==> config.mk <==
export PLATFORM = sky130hd
export DESIGN_NAME = chunk_serial_adder
export DESIGN_NICKNAME = d
export VERILOG_FILES = /design/src/rtl/adder_pkg.sv /design/src/rtl/chunk_add.sv /design/src/rtl/chunk_serial_adder.sv
export SDC_FILE = /design/constraint.sdc
export NUM_CORES = 1
export LEC_CHECK = 0
export CELL_PAD_IN_SITES_DETAIL_PLACEMENT = 0
export CELL_PAD_IN_SITES_GLOBAL_PLACEMENT = 1
export CORE_MARGIN = 5
export CORE_UTILIZATION = 23
export DETAILED_ROUTE_END_ITERATION = 10
export GPL_TIMING_DRIVEN = 0
export HOLD_SLACK_MARGIN = 0.06
export PLACE_DENSITY_LB_ADDON = 0.1
export SYNTH_ARGS = -nofsm -noshare
export SYNTH_HDL_FRONTEND = slang
export SYNTH_SLANG_ARGS = --single-unit
==> constraint.sdc <==
create_clock -name clk -period 6.1 [get_ports clk]
set_input_delay 0.915 -clock clk [delete_from_list [all_inputs] [get_ports clk]]
set_output_delay 0.915 -clock clk [all_outputs]
set_load 0.01 [all_outputs]
==> src/rtl/adder_pkg.sv <==
// Shared types and constants for the chunk-serial adder.
package adder_pkg;

  // Controller states.
  typedef enum logic [1:0] {
    IDLE = 2'd0,
    RUN  = 2'd1,
    DONE = 2'd2
  } state_t;

  localparam int DEF_WIDTH = 16;
  localparam int DEF_CHUNK = 4;

  // Number of adder-slice passes needed for one operation.
  function automatic int calc_nchunk(input int width, input int chunk);
    return width / chunk;
  endfunction

endpackage

==> src/rtl/chunk_add.sv <==
// Combinational W-bit full adder slice; the only adder in the datapath.
module chunk_add #(
  parameter int W = 4
) (
  input  logic [W-1:0] a,
  input  logic [W-1:0] b,
  input  logic         cin,
  output logic [W-1:0] s,
  output logic         cout
);

  // Widen by one bit so the slice carry-out falls out of the sum.
  assign {cout, s} = {1'b0, a} + {1'b0, b} + {{W{1'b0}}, cin};

endmodule

==> src/rtl/chunk_serial_adder.sv <==
// Multi-cycle add/subtract: WIDTH-bit operands processed CHUNK bits per
// clock through one chunk_add slice, carry registered between chunks.
// Optional signed-overflow output enabled by ADDER_OVERFLOW_DETECT_EN.
//
// state | meaning
// ------+-----------------------------------------------------------
// IDLE  | waiting for start; sum/cout hold the last result
// RUN   | one chunk per clock, LSB chunk first
// DONE  | one-cycle done pulse, start ignored
module chunk_serial_adder
  import adder_pkg::*;
#(
  parameter int WIDTH = DEF_WIDTH,
  parameter int CHUNK = DEF_CHUNK
) (
  input  logic             clk,
  input  logic             rst_n,
  input  logic             start,
  input  logic [WIDTH-1:0] a,
  input  logic [WIDTH-1:0] b,
  input  logic             cin,
  input  logic             sub,
  output logic             busy,
  output logic             done,
  output logic [WIDTH-1:0] sum,
  output logic             cout
`ifdef ADDER_OVERFLOW_DETECT_EN
  ,
  output logic             ovf
`endif
);

  localparam int NCHUNK = calc_nchunk(WIDTH, CHUNK);
  localparam int IDX_W  = (NCHUNK > 1) ? $clog2(NCHUNK) : 1;
  localparam logic [IDX_W-1:0] LAST_IDX = IDX_W'(NCHUNK - 1);

  if ((CHUNK < 1) || (CHUNK > WIDTH) || ((WIDTH % CHUNK) != 0)) begin : g_bad_param
    $error("chunk_serial_adder: WIDTH must be a nonzero multiple of CHUNK");
  end

  state_t             state, state_next;
  logic               accept, last;
  logic [WIDTH-1:0]   op_a, op_b, work, work_next;
  logic               carry;
  logic [IDX_W-1:0]   idx;
  logic [CHUNK-1:0]   chunk_a, chunk_b, chunk_s;
  logic               chunk_co;

  assign chunk_a = op_a[idx*CHUNK +: CHUNK];
  assign chunk_b = op_b[idx*CHUNK +: CHUNK];

  chunk_add #(.W(CHUNK)) u_chunk_add (
    .a    (chunk_a),
    .b    (chunk_b),
    .cin  (carry),
    .s    (chunk_s),
    .cout (chunk_co)
  );

  // State register.
  always_ff @(posedge clk) begin
    if (!rst_n) state <= IDLE;
    else        state <= state_next;
  end

  // Next-state decode plus accept/last-chunk strobes for the datapath.
  always_comb begin
    state_next = state;
    accept     = 1'b0;
    last       = 1'b0;
    case (state)
      IDLE: begin
        if (start) begin
          accept     = 1'b1;
          state_next = RUN;
        end
      end
      RUN: begin
        if (idx == LAST_IDX) begin
          last       = 1'b1;
          state_next = DONE;
        end
      end
      DONE:    state_next = IDLE;
      default: state_next = IDLE;
    endcase
  end

  // Working register with the current chunk merged in; on the last chunk
  // this is the complete result.
  always_comb begin
    work_next = work;
    work_next[idx*CHUNK +: CHUNK] = chunk_s;
  end

  // Operand capture, per-chunk accumulation and result/handshake registers.
  always_ff @(posedge clk) begin
    if (!rst_n) begin
      op_a  <= '0;
      op_b  <= '0;
      carry <= 1'b0;
      idx   <= '0;
      work  <= '0;
      sum   <= '0;
      cout  <= 1'b0;
      busy  <= 1'b0;
      done  <= 1'b0;
    end else begin
      busy <= accept | ((state == RUN) & ~last);
      done <= last;
      if (accept) begin
        op_a  <= a;
        op_b  <= sub ? ~b : b;
        carry <= sub | cin;
        idx   <= '0;
      end else if (state == RUN) begin
        work  <= work_next;
        carry <= chunk_co;
        idx   <= idx + IDX_W'(1);
        if (last) begin
          sum  <= work_next;
          cout <= chunk_co;
        end
      end
    end
  end

`ifdef ADDER_OVERFLOW_DETECT_EN
  logic msb_cin;

  // Carry into the MSB recovered from the slice's top-bit sum.
  assign msb_cin = chunk_a[CHUNK-1] ^ chunk_b[CHUNK-1] ^ chunk_s[CHUNK-1];

  // Signed overflow flag, updated alongside sum.
  always_ff @(posedge clk) begin
    if (!rst_n)    ovf <= 1'b0;
    else if (last) ovf <= msb_cin ^ chunk_co;
  end
`endif

endmodule

==> results.json, run 1 <==
{
  "fin_skew_ps": 5.40,
  "syn-num-nets": 404,
  "fmax_ghz": 0.286,
  "clock-sinks": 72,
  "r2r_slack_ps": 2610,
  "fin_crit_sh": 0.573,
  "status": "finished, final reports clean",
  "dr.pass1.iters": 4,
  "synth_cell_type_count": 42,
  "detail-route-antenna-nets": 0,
  "cp_top_family": "adder cells",
  "cts_buffer_depth": 2,
  "drc": 0,
  "cp-startpoint": "idx[0]",
  "syn_inst": 356,
  "crit_top_cell": "fa_1",
  "end_kind": "register",
  "cp_num_buf_inv": 2,
  "htree_levels": 3,
  "synth_top_family_by_area": "compound AO/OA/AOI/OAI gates",
  "synthTopCellsByCount": "dfxtp_1 (72), nand2_1 (72), o211a_1 (30), a21boi_0 (16), xnor2_1 (16)",
  "wire_per_inst_um": 15.9,
  "fin_crit_ps": 3490,
  "synth_top_cell_by_area": "dfxtp_1",
  "n_fill_cell": 1590,
  "crit_required_ps": 6370,
  "critical_path.endpoint": "work[14]",
  "r2r_end": "work[14]",
  "worstSetupPathType": "reg -> reg",
  "drt_iter0_markers": 144,
  "vias_per_cell": 4.51,
  "clkTransAtPathRegs_ps": 60,
  "min_from": "op_a[11]",
  "synth_mux_area_frac": 0.0527,
  "grt_max_degree": 12,
  "yosys.area_share.adder": 0.0446,
  "cts_buffers": 9,
  "crit_slowest_cell": "mux4_2",
  "yosys_warnings": 0,
  "grt_usage": 0.115,
  "setup-tns-final_ps": 0,
  "synth_compound_area_frac": 0.213,
  "leakagePower_nw": 1.95,
  "drive_gt1_frac": 0.0988,
  "die_y_um": 132,
  "start_util": 0.235,
  "synth-edff-count": 0,
  "final_cells": 609,
  "rsz0062_at_grt": "no",
  "ys_top_cells_by_area": "dfxtp_1 (42%), o211a_1 (8.8%), nand2_1 (7.9%)",
  "yosysSeqAreaShare": 0.421,
  "critical_path_depth": 9,
  "die_w_um": 132,
  "dpl.cell_count": 593,
  "synth.avg_cell_area_um2": 9.61,
  "fp-row-count": 44,
  "power_density_mw_per_mm2": 277,
  "nNetsFinal": 468,
  "cts_hold_buf": 0,
  "ctsResizeCount": 0,
  "cts_tree": "yes",
  "wl_um": 9670,
  "vias": 2744,
  "arrival_ps": 3770,
  "cts_root_buffer": "clkbuf_16",
  "grt_pass1_wl_um": 15700,
  "startpoint_type": "register",
  "hp-class": "reg -> reg",
  "max_stage_delay_ps": 590,
  "hold_violations": 0,
  "insertion_delay_ps": 340,
  "r2r.worst_path.cells": 9,
  "antenna_found_initial": 0,
  "yosys.area_share.simple": 0.183,
  "synth_top_area_share": 0.421,
  "synth_top_flop_cell": "dfxtp_1",
  "path_cells": "buf_4 -> buf_2 -> mux4_2 -> fa_1 -> fa_1 -> xor2_1 -> and2_1 -> a22oi_1 -> nor2b_1",
  "ir_worst_vdd_mv": 0.129,
  "slew_headroom": 0.529,
  "dieArea_mm2": 0.0174,
  "cts_setup_buffers": 0,
  "worstPathMaxFanout": 10,
  "synthArstFlopShare": 0,
  "setup_viol": 0,
  "synth_xor_area_frac": 0.0435,
  "rr_startpoint": "idx[0]",
  "ios": 56,
  "finalMaxSlewViolations": 0,
  "core_mm2": 0.0145,
  "hpwlAfterDp_um": 7100,
  "portBuffers": 53,
  "gp_congestion": 0.776,
  "grt_remaining_overflow": 0,
  "syn2layout_area_growth_pct": 31.5,
  "synth_area_mm2": 0.00342,
  "synth_seq_cells": 72,
  "max_slew.worst_pin.slew_ps": 707,
  "antenna_cells": 0,
  "maxCapViolations": 0,
  "grt_pass1_vias": 2899
}
==> per-layer routing <==
metal / track usage / vias to the layer above / share of wire
met2: 0.174 / 62 / 0.44
met5: 0 / - / 0
met4: 0.0531 / 0 / 0.019
met1: 0.157 / 1279 / 0.50
met3: 0.0237 / 13 / 0.038
li1: - / 1390 / -
==> power breakdown <==
group / internal [mW] / total, mW / leakage [nW] / switching, mW
logic: 0.0792 / 0.171 / 1.21 / 0.0920
registers: 0.494 / 0.507 / 0.588 / 0.0123
clock network: 0.369 / 0.567 / 0.154 / 0.198
total: 0.943 / 1.25 / 1.95 / 0.303
==> worst reg2reg max path, stage by stage, from the launching register on <==
cell,delay (ps)
dfxtp_1,390
buf_4,210
buf_2,340
mux4_2,600
fa_1,460
fa_1,410
xor2_1,470
and2_1,330
a22oi_1,130
nor2b_1,110
==> cells by family after synthesis <==
| family | count (synthesis) |
|---|---|
| buffers and inverters | 32 |
| XOR/XNOR | 17 |
| flip-flops | 72 |
| multiplexers | 8 |
| AND/OR/NAND/NOR | 125 |
| AO/OA/AOI/OAI | 91 |
| adder cells (fa/ha/maj) | 11 |
==> state kept, by name (all words and copies together), names as in the netlist <==
register,count
idx,2
done,1
cout,1
work,16
carry,1
op_a,16
op_b,16
sum,16
busy,1
state,2
==> worst min-delay path by stage <==
stage                     endpoint  slack, ps  depth (start not counted)
after global routing       op_a[8]        480                          2
after global placement     work[3]        450                          2
after CTS                  work[3]        460                          2
after floorplan           work[11]        440                          2
final                     op_a[11]        460                          2
after detailed placement   work[3]        450                          2
==> cells in the final DEF, fill, tap and decap left out, types with 3 or more instances in the layout <==
cell / n
a21boi_0: 16
a21oi_1: 7
a221oi_1: 5
a22oi_1: 4
a31oi_1: 4
a32oi_1: 6
and2_1: 4
and3_1: 3
buf_2: 12
clkbuf_1: 15
clkbuf_16: 9
clkdlybuf4s50_1: 53
dfxtp_1: 72
ha_1: 9
inv_1: 6
mux4_2: 8
nand2_1: 72
nand3_1: 8
nor2_1: 9
nor2b_1: 14
nor3b_1: 4
o211a_1: 30
o21ai_0: 7
o21ai_1: 3
xnor2_1: 16
==> layout make-up <==
class | instances | area (um2) | area share
clock buffers | 13 | 250 | 0.0556
flip-flops and latches | 72 | 1440 | 0.321
plain buffers | 26 | 120 | 0.0267
multi-input cells | 252 | 1840 | 0.408
inverters | 6 | 22.5 | 0.00501
repair buffers | 53 | 531 | 0.118
clock inverters | 3 | 65.1 | 0.0145
well taps | 184 | 230 | 0.0512
==> per-stage QoR <==
step / instance area (um2) / hold WS, ps / setup WS, ps / util / power, mW
global placement: 4180 / 445 / 2580 / 0.288 / 0.691
global route: 4500 / 480 / 2430 / 0.309 / 1.31
finish: 4500 / 461 / 2610 / 0.309 / 1.25
detailed placement: 4180 / 452 / 2560 / 0.288 / 0.692
floorplan: 3420 / 437 / 3190 / - / 0.624
CTS: 4500 / 460 / 2540 / 0.309 / 1.27
Note: power is estimated with default switching activity, not from simulation.
==> inputs of run 2 (changes only) <==
- clock period: 6.1 -> 3.25 ns (I/O delays scaled with it)
==> results.json, run 2 (synthesis results as in run 1) <==
{
  "grt_pass1_vias": 2896,
  "wl_um": 9670,
  "p_switching_uw": 568,
  "die_w_um": 132,
  "slew_headroom": 0.635,
  "dpl-instance-area_mm2": 0.00418,
  "hold_violations": 0,
  "drc": 0,
  "n_fill_cell": 1590,
  "vias_per_cell": 4.49,
  "grt_max_degree": 17,
  "power_density_mw_per_mm2": 519,
  "die_y_um": 132,
  "crit_top_cell": "fa_1",
  "final_cells": 608,
  "detail-route-antenna-nets": 0,
  "startpoint_type": "register",
  "core_mm2": 0.0145,
  "cts_buffer_depth": 2,
  "drt_iter0_markers": 133,
  "worstSetupPathType": "reg -> reg",
  "design_area_mm2": 0.00451,
  "setup_viol": 0,
  "fp-row-count": 44,
  "cts_buffers": 9,
  "clkTransAtPathRegs_ps": 60,
  "fmax_ghz": 0.327,
  "fin_util": 0.310,
  "ir_worst_vdd_mv": 0.242,
  "crit_required_ps": 3520,
  "crit_slowest_cell": "mux4_2",
  "grt_remaining_overflow": 0,
  "dpl.cell_count": 593,
  "cp_top_family": "adder cells",
  "gp_congestion": 0.776,
  "max_stage_delay_ps": 570,
  "p_int_mw": 1.77,
  "most-common-layout-cells": "nand2_1 (72), dfxtp_1 (72), clkdlybuf4s50_1 (53)",
  "ios": 56,
  "wire_per_inst_um": 15.9,
  "setup-tns-final_ps": 0,
  "worstPathMaxFanout": 16,
  "hpwlAfterDp_um": 7100,
  "antenna_cells": 0,
  "antenna_found_initial": 0,
  "vias": 2731,
  "path_cells": "buf_6 -> mux4_2 -> fa_1 -> fa_1 -> xor2_2 -> and2_1 -> a22oi_1 -> nor2b_1",
  "leakagePower_nw": 1.95,
  "status": "finished, final reports clean",
  "seqPwrFrac": 0.407,
  "syn2layout_area_growth_pct": 31.7,
  "portBuffers": 53,
  "cts_hold_buf": 0,
  "finalMaxSlewViolations": 0,
  "pwr-share-clk": 0.455,
  "fin_skew_ps": 5.13,
  "pwr-share-comb": 0.138,
  "fin_crit_ps": 3060,
  "fin_crit_sh": 0.942,
  "maxCapViolations": 0,
  "insertion_delay_ps": 340,
  "rsz0062_at_grt": "no",
  "arrival_ps": 3330,
  "r2r_slack_ps": 190,
  "grt_usage": 0.115,
  "finalWorstSetupSlack_ps": 188,
  "grt_pass1_wl_um": 15600,
  "swShare": 0.243,
  "nNetsFinal": 467,
  "dr.pass1.iters": 4,
  "start_util": 0.235,
  "clock-sinks": 72,
  "cp_num_buf_inv": 1,
  "htree_levels": 3,
  "drive_gt1_frac": 0.104,
  "cts_root_buffer": "clkbuf_16",
  "place_ws_ps": -293,
  "end_kind": "register",
  "dieArea_mm2": 0.0174,
  "hp-class": "reg -> reg",
  "cts_tree": "yes",
  "max_slew.worst_pin.slew_ps": 547
}
## run 2: changes by cell type in the layout (fill, tap and decap cells not counted)
cell,delta
clkbuf_1,-1
buf_2,-1
buf_4,-1
xor2_2,+1
clkbuf_2,+1
nor2b_1,-1
buf_6,+1
nor2b_2,+1
xor2_1,-1
## run 2: metal layers
layer	wire length (um)	global-route usage	vias up
met5	0	0	-
met4	185	0.0531	0
met3	384	0.0237	14
met2	4330	0.175	61
met1	4760	0.156	1266
li1	-	-	1390
## run 2: tightest hold or removal path, cell delays in order, from the launching register on
cell	delay, ps
dfxtp_1	300
nand2_1	50
a21boi_0	60
## run 2: area by class of cell
| cell class | count | area (um2) | share of cell area |
|---|---|---|---|
| tap | 184 | 230 | 0.0511 |
| inverter | 6 | 22.5 | 0.00500 |
| clock inverter | 3 | 65.1 | 0.0144 |
| multi-input combinational | 252 | 1850 | 0.410 |
| clock buffer | 13 | 250 | 0.0555 |
| buffer | 25 | 120 | 0.0267 |
| timing repair buffer | 53 | 531 | 0.118 |
| sequential | 72 | 1440 | 0.320 |
## run 2: what timing repair did
| action | CTS | global route |
|---|---|---|
| setup endpoints to repair | 16 | 14 |
| gates resized for setup | 2 | 3 |
| buffers inserted | 0 | 0 |
## run 2: final timing paths
kind,start,end,cells after the start
hold / removal,op_a[11],op_a[11],2
setup reg to reg,idx[0],work[14],8
hold reg to reg,op_a[11],op_a[11],2
setup / recovery,idx[0],work[14],8
## run 2: power groups by stage
stage / Clock, mW / Sequential, mW / Combinational, mW
after global placement: 0 / 0.969 / 0.327
final: 1.06 / 0.951 / 0.324
after floorplan: 0 / 0.963 / 0.207
after detailed placement: 0 / 0.970 / 0.329
after CTS: 1.10 / 0.951 / 0.332
after global routing: 1.14 / 0.955 / 0.362
## run 2: metrics by stage
stage,power (mW),hold WS (ps)
after global placement,1.30,445
after global routing,2.46,480
final,2.34,461
after CTS,2.38,460
after floorplan,1.17,437
after detailed placement,1.30,452
==> inputs of run 3 (changes only) <==
- CTS_BUF_LIST: default -> sky130_fd_sc_hd__clkbuf_8
==> results.json, run 3 (synthesis results as in run 1) <==
{
  "dieArea_mm2": 0.0174,
  "drive_gt1_frac": 0.104,
  "clkTransAtPathRegs_ps": 70,
  "htree_levels": 3,
  "grt_pass1_wl_um": 15600,
  "antenna_cells": 0,
  "ios": 56,
  "setup_viol": 0,
  "fin_crit_sh": 0.945,
  "r2r_slack_ps": 180,
  "path_cells": "buf_6 -> mux4_2 -> fa_1 -> fa_1 -> xor2_2 -> and2_1 -> a22oi_1 -> nor2b_1",
  "cts_buffers": 9,
  "grt_remaining_overflow": 0,
  "cts_setup_buffers": 0,
  "cts_tree": "yes",
  "start_util": 0.235,
  "core_mm2": 0.0145,
  "cts_hold_buf": 0,
  "worstPathMaxFanout": 16,
  "syn2layout_area_growth_pct": 28.8,
  "grt_usage": 0.115,
  "fin_skew_ps": 6.37,
  "power_mw": 2.06,
  "max_stage_delay_ps": 570,
  "fp-row-count": 44,
  "drt_iter0_markers": 128,
  "wl_um": 9660,
  "fin_crit_ps": 3070,
  "vias": 2720,
  "drc": 0,
  "detail-route-antenna-nets": 0,
  "insertion_delay_ps": 360,
  "max_slew.worst_pin.slew_ps": 547,
  "worstSetupPathType": "reg -> reg",
  "rsz0062_at_grt": "no",
  "die_w_um": 132,
  "setup-tns-final_ps": 0,
  "hp-class": "reg -> reg",
  "cts_root_buffer": "clkbuf_8",
  "arrival_ps": 3370,
  "ctsResizeCount": 2,
  "status": "finished, final reports clean",
  "nNetsFinal": 467,
  "power_density_mw_per_mm2": 468,
  "hold_violations": 0,
  "grt_max_degree": 17,
  "gp_congestion": 0.776,
  "cts_buffer_depth": 2,
  "die_y_um": 132,
  "n_fill_cell": 1595,
  "dpl-instance-area_mm2": 0.00418,
  "crit_slowest_cell": "mux4_2",
  "clock-sinks": 72,
  "leakagePower_nw": 1.92,
  "design_area_mm2": 0.00441,
  "crit_required_ps": 3550,
  "dpl.cell_count": 593,
  "slew_headroom": 0.635,
  "hpwlAfterDp_um": 7100,
  "dr.pass1.iters": 6,
  "ir_worst_vdd_mv": 0.151,
  "startpoint_type": "register",
  "end_kind": "register",
  "wire_per_inst_um": 15.9,
  "crit_top_cell": "fa_1",
  "vias_per_cell": 4.47,
  "portBuffers": 53,
  "finalWorstSetupSlack_ps": 180,
  "final_cells": 608,
  "antenna_found_initial": 0,
  "most-common-layout-cells": "nand2_1 (72), dfxtp_1 (72), clkdlybuf4s50_1 (53)",
  "place_ws_ps": -293,
  "maxCapViolations": 0,
  "grt_pass1_vias": 2880,
  "fmax_ghz": 0.326,
  "finalMaxSlewViolations": 0
}
run 3: layer usage:
layer | track usage | share of wire
met5 | 0 | 0
met4 | 0.0549 | 0.020
met3 | 0.0225 | 0.032
met2 | 0.175 | 0.45
met1 | 0.156 | 0.50
run 3: final timing paths:
path | start | end | depth (start not counted)
worst min register to register | op_a[11] | op_a[11] | 2
worst max-delay path | idx[0] | work[14] | 8
worst min-delay path | op_a[11] | op_a[11] | 2
worst max register to register | idx[0] | work[14] | 8
run 3: report_power, final:
group / total [mW] / switching (mW) / internal, mW
combinational: 0.324 / 0.173 / 0.150
sequential: 0.950 / 0.0232 / 0.927
clock: 0.789 / 0.345 / 0.444
total: 2.06 / 0.541 / 1.52
run 3: metrics by stage:
step	util	hold WS, ps
4_1_cts	0.303	463
2_1_floorplan	-	437
5_1_grt	0.303	484
3_5_place_dp	0.288	452
3_3_place_gp	0.288	445
6_report	0.303	463
run 3: area by class of cell:
type	count	area (um2)	share of cell area
Tap cell	184	230	0.0523
Inverter	6	22.5	0.00511
Multi-Input combinational cell	252	1850	0.419
Sequential cell	72	1440	0.327
Buffer	25	120	0.0273
Timing Repair Buffer	53	531	0.120
Clock buffer	10	138	0.0312
Clock inverter	6	76.3	0.0173
run 3: critical path: cells and delay by family, from the launching register on:
kind	cells	cell delay, ps
and+or+nand+nor	2	420
AOI/OAI and AO/OA	1	120
DFF	1	410
buffers and inverters	1	260
adders and majority gates	2	900
muxes	1	570
xor gates and xnor gates	1	330
==> variant 1: new RTL, flow settings as in run 3 <==
The output `busy` loses its register stage (`busy` becomes a continuous assignment).
--- a/src/rtl/chunk_serial_adder.sv
+++ b/src/rtl/chunk_serial_adder.sv
@@ -103,10 +103,8 @@
       work  <= '0;
       sum   <= '0;
       cout  <= 1'b0;
-      busy  <= 1'b0;
       done  <= 1'b0;
     end else begin
-      busy <= accept | ((state == RUN) & ~last);
       done <= last;
       if (accept) begin
         op_a  <= a;
@@ -125,6 +123,8 @@
     end
   end
 
+  assign busy = accept | ((state == RUN) & ~last);
+
 `ifdef ADDER_OVERFLOW_DETECT_EN
   logic msb_cin;
 
Function: changed (Yosys sat finds a counterexample within 4 cycles, from zero or initial values and one cycle with rst_n low).
==> variant 1 against run 3 <==
Critical path depth stayed put. Final cell count fell by 0.49%. Final area is 0.68% lower. Sequential cell count decreased by 1. Power fell by 0.55%. Critical path type unchanged. Area after synthesis decreased by 0.73%. Wire length up 1.3%. Die area fell by 0.68%. Clock power about the same. Largest cell class unchanged. Via count increased by 2.8%. Clock skew grew 6.0 ps. Critical endpoint is now work[5]. Setup slack lost 2.8 ps.
==> variant 1: results (changes against run 3) <==
sequential area share after synthesis=41.86% (was 42.14%); worst setup path start=idx[0] (unchanged); Synth cell types=41 (was 42); Post-synth ARST share=0% (unchanged); share of cells above drive strength 1=10.45% (was 10.38%); clk_lat worst skew=370 ps; first drt pass iteration count=4 (was 6); Post-Syn Instances=354 (was 356); placed insts=591 (was 593); Main synth FF type=dfxtp_1 (unchanged); Setup Skew=12.42 ps (was 6.374 ps); CTS clk-pin slew, worst paths=70 ps (about the same); final wirelength=9778 µm (was 9655 µm); Clock H-tree levels=3 (unchanged); vias=2,797 (was 2,720); VDD IR max=0.1626 mV (was 0.1512 mV); HPWL Detailed=7238 µm (was 7097 µm); total track usage=11.86% (was 11.49%); minimum clock period=3073 ps (was 3070 ps); reg2reg end=work[5] (was work[14]); Min-Delay Path Class=reg -> reg (unchanged); first-pass GRT wire length=16,470 µm (was 15,610 µm); Leakage=1.899 nW (was 1.918 nW); status=completed (unchanged); CP Class=reg -> reg (unchanged); GPL Wtd Cong=0.7539 (was 0.7758); dpl ws=-225.0 ps (was -292.9 ps); Synthesis Warnings=0 (unchanged); Critical Path AT=3380 ps (was 3370 ps); vias in the first global route=3,099 (was 2,880); fin nets=465 (was 467); top cells by area, synth=dfxtp_1 42%, o211a_1 8.8%, nand2_1 8.0%, mux4_2 5.3%, xnor2_1 4.1% (was dfxtp_1 42%, o211a_1 8.8%, nand2_1 7.9%, mux4_2 5.3%, xnor2_1 4.1%); relative slew slack=63.57% (was 63.54%); Post-Syn Nets=402 (was 404); diodes inserted=0 (unchanged); DRT iter0 DRCs=100 (was 128); pin count of the biggest net entering global routing=17 (unchanged); CP Max Fanout=16 (unchanged); most frequent cells after synthesis=72 x nand2_1, 71 x dfxtp_1, 30 x o211a_1 (was 72 x dfxtp_1, 72 x nand2_1, 30 x o211a_1); Vias/cell=4.623 (was 4.474)
==> variant 1: how the worst min path moves through the flow <==
| stage | from | end | slack (ps) | cells past startpoint |
|---|---|---|---|---|
| 6_report | work[11] | work[11] | 460 | 2 |
| 5_1_grt | work[11] | work[11] | 500 | 2 |
| 4_1_cts | work[11] | work[11] | 470 | 2 |
| 3_5_place_dp | op_a[8] | op_a[8] | 460 | 2 |
| 3_3_place_gp | work[11] | work[11] | 450 | 2 |
| 2_1_floorplan | work[11] | work[11] | 440 | 2 |
==> variant 1: through the flow <==
step	cell area, µm²	hold WS (ps)	util (%)	power, W
2_1_floorplan	3396	436.8	-	0.001159
3_3_place_gp	4156	445.9	28.60	0.001286
3_5_place_dp	4156	458.3	28.60	0.001289
4_1_cts	4372	469.4	30.08	0.002092
5_1_grt	4375	496.4	30.10	0.002168
6_report	4375	463.7	30.10	0.002051
==> variant 1: kinds of logic (layout without fill, tap and decap cells) <==
family                     count (synthesis)  count (layout)  share of synthesized area (%)
buffers and inverters                     32              99                          4.274
AOI/OAI and AO/OA                         90              90                          21.15
and+or+nand+nor                          125             125                          18.53
xor gates and xnor gates                  17              17                          4.385
DFF                                       71              71                          41.86
muxes                                      8               8                          5.306
adders and majority gates                 11              11                          4.495
==> variant 1: layout make-up <==
| type | instances | area [µm²] |
|---|---|---|
| multi-input combinational | 251 | 1837 |
| buffer | 25 | 122.6 |
| clock buffer | 10 | 137.6 |
| clock inverter | 5 | 73.82 |
| inverter | 6 | 22.52 |
| sequential | 71 | 1421 |
| tap | 184 | 230.2 |
| timing repair buffer | 53 | 530.5 |
| fill | 1582 | 10160 |
==> variant 1: worst max-delay path, stage by stage (launching register included) <==
cell     delay, ps
dfxtp_1        390
buf_6          250
mux4_2         580
fa_1           440
fa_1           600
nor2b_1        310
a41oi_1        190
nand2_1        110
o211a_1        140
==> variant 1: power by group <==
part	total, W	internal (W)	leakage, nW	switching (W)
clock network	0.000786	0.000444	0.113	0.000342
registers	0.000936	0.000914	0.580	0.0000226
logic	0.000328	0.000152	1.21	0.000177
total	0.00205	0.00151	1.90	0.000542
==> variant 1: timing repair <==
action / 4_1_cts / 5_1_grt
pin swaps: 0 / 0
endpoints found under the setup margin: 15 / 9
gates resized for setup: 2 / 1
gates cloned: 0 / 0
hold buffers: 0 / 0
==> variant 1: per-layer routing <==
layer	up-vias	wire, µm	GRT usage [%]
met5	-	0	0
met1	1345	4563	14.58
met4	0	100	4.057
met2	61	4673	19.70
li1	1383	-	-
met3	8	440	3.670
==> variant 2: new RTL, settings of run 3 <==
Without the edit above. Add a define of `ADDER_OVERFLOW_DETECT_EN`.
--- a/src/rtl/chunk_serial_adder.sv
+++ b/src/rtl/chunk_serial_adder.sv
@@ -7,6 +7,8 @@
 // IDLE  | waiting for start; sum/cout hold the last result
 // RUN   | one chunk per clock, LSB chunk first
 // DONE  | one-cycle done pulse, start ignored
+`define ADDER_OVERFLOW_DETECT_EN
+
 module chunk_serial_adder
   import adder_pkg::*;
 #(
Check against the original RTL (old outputs only; new: ovf): equivalent (Yosys induction, for registers that start in step).
==> variant 2 against run 3 <==
Area after synthesis up 2.2%. Count of clock-buffer cells in the layout is 2 higher. Power fell by 0.45%. Sequential cell count grew 1. Synthesized cell count grew 2.8%. Setup slack better by 21 ps. Die area grew 2.0%. Non-clock buffer count grew 2. Wire length up 4.4%. Final area rose by 2.2%. Critical path type unchanged.
==> variant 2: results (changes against run 3) <==
most frequent cells after synthesis=73 x dfxtp_1, 72 x nand2_1, 30 x o211a_1 (was 72 x dfxtp_1, 72 x nand2_1, 30 x o211a_1); Reg2Reg Depth=8 (unchanged); crit path capture=sum[13] (was work[14]); relative slew slack=59.38% (was 63.54%); Synthesis Warnings=0 (unchanged); sequential area share after synthesis=41.80% (was 42.14%); CTS clk-pin slew, worst paths=80 ps; first drt pass iteration count=4 (was 6); top cells by area, synth=dfxtp_1 42%, o211a_1 8.6%, nand2_1 7.7%, mux4_2 5.2%, xnor2_1 4.3% (was dfxtp_1 42%, o211a_1 8.8%, nand2_1 7.9%, mux4_2 5.3%, xnor2_1 4.1%); diodes inserted=0 (unchanged); worst setup path start=idx[0] (unchanged); pin count of the biggest net entering global routing=17 (unchanged); Clock H-tree levels=3 (unchanged); Post-Syn Nets=414 (was 404); Vias/cell=4.547 (was 4.474); Port Buffers=54 (was 53); R2R Setup Slk=200 ps (was 180 ps); CP Max Fanout=16 (unchanged); HPWL Detailed=7444 µm (was 7097 µm); root cell of the clock tree=clkbuf_8 (unchanged); fill count=1,582 (was 1,595); GPL Wtd Cong=0.7162 (was 0.7758); Leakage=1.943 nW (was 1.918 nW); share of cells above drive strength 1=11.03% (was 10.38%); slowest cell on the critical path=mux4_2 (unchanged); Setup Skew=11.89 ps (was 6.374 ps); Final Slew Violations=0 (unchanged); fin nets=478 (was 467); Critical Path AT=3310 ps (was 3370 ps); delay-heaviest family, CP=adder cells (unchanged); reg2reg end=sum[13] (was work[14]); initial antenna violation count=0 (unchanged); Min-Delay Path Class=reg -> reg (unchanged); first-pass GRT wire length=16,400 µm (was 15,610 µm); Power Dens Cells=456.1 nW/µm² (was 468.1 nW/µm²); Worst path max stage delay=560 ps; clk_lat worst skew=370 ps; status=completed (unchanged); Post-synth ARST share=0% (unchanged); DRT iter0 DRCs=125 (was 128); VDD IR max=0.1570 mV (was 0.1512 mV); WL/cell=16.18 µm (was 15.88 µm); clk buf depth=2 (unchanged); WHS Path Cells=2 (unchanged); Synth cell types=46 (was 42); vias in the first global route=3,016 (was 2,880); clock buffer count from CTS=9 (unchanged); total track usage=11.99% (was 11.49%)
-- variant 2: changes by cell type after synthesis, moves of 2 or more --
cell	run 3	this run
o21ai_0	7	3
a21oi_1	7	12
and3_1	3	0
o21ai_1	3	6
o221ai_1	0	4
a21boi_1	0	16
a32oi_1	6	2
inv_1	6	9
nor2b_1	14	16
a21boi_0	16	0
-- variant 2: final cells by class --
| class | instances | share of cell area, % |
|---|---|---|
| Buffer | 26 | 2.669 |
| Clock buffer | 12 | 3.670 |
| Clock inverter | 4 | 0.9452 |
| Inverter | 10 | 0.8340 |
| Multi-Input combinational cell | 256 | 42.17 |
| Sequential cell | 73 | 32.47 |
| Tap cell | 188 | 5.227 |
| Timing Repair Buffer | 54 | 12.01 |
-- variant 2: worst min path at each step --
stage              from        to  slack (ps)
3_5_place_dp   op_a[12]  op_a[12]         450
4_1_cts        op_a[12]  op_a[12]         460
5_1_grt         op_a[8]   op_a[8]         480
6_report        op_a[8]   op_a[8]         450
3_3_place_gp   op_a[12]  op_a[12]         440
2_1_floorplan  op_a[10]  op_a[10]         430
-- variant 2: metrics by stage --
step	cell area [µm²]	setup WS [ps]	cells	TNS, ps
after global placement	4272	-362.5	608	-2912
after CTS	4483	16.95	623	0
final	4501	201.2	623	0
after detailed placement	4272	-366.3	608	-3100
after global routing	4501	19.63	623	0
after floorplan	3496	319.5	366	0
-- variant 2: what timing repair did --
action | 4_1_cts | 5_1_grt
setup buffers | 0 | 0
cloned | 0 | 0
gates resized for setup | 2 | 3
endpoints found under the setup margin | 16 | 10
-- variant 2: tightest hold or removal path: cells and delay by family, from the launching register on --
kind               cells  cell delay, ps
DFF                    1             310
and+or+nand+nor        1              50
AOI/OAI and AO/OA      1              50
-- variant 2: layer usage --
layer / vias to the layer above / global-route usage, % / part of all wire, %
met5: - / 0 / 0
met4: 0 / 5.543 / 2.1
met3: 13 / 2.644 / 4.4
met2: 65 / 18.12 / 44
met1: 1337 / 16.32 / 49
li1: 1418 / - / -
-- variant 2: logic make-up after synthesis --
| logic type | synth area share (%) |
|---|---|
| AND/OR/NAND/NOR | 17.25 |
| flip-flops | 41.80 |
| AO/OA/AOI/OAI | 21.94 |
| multiplexers | 5.154 |
| buffers and inverters | 4.510 |
| adder cells (fa/ha/maj) | 4.367 |
| XOR/XNOR | 4.975 |
-- variant 2: power breakdown --
part / total, W / leakage, nW / switching [W] / internal [W]
logic: 0.000333 / 1.23 / 0.000180 / 0.000153
clock network: 0.000757 / 0.115 / 0.000346 / 0.000411
registers: 0.000962 / 0.597 / 0.0000236 / 0.000939
total: 0.00205 / 1.94 / 0.000549 / 0.00150
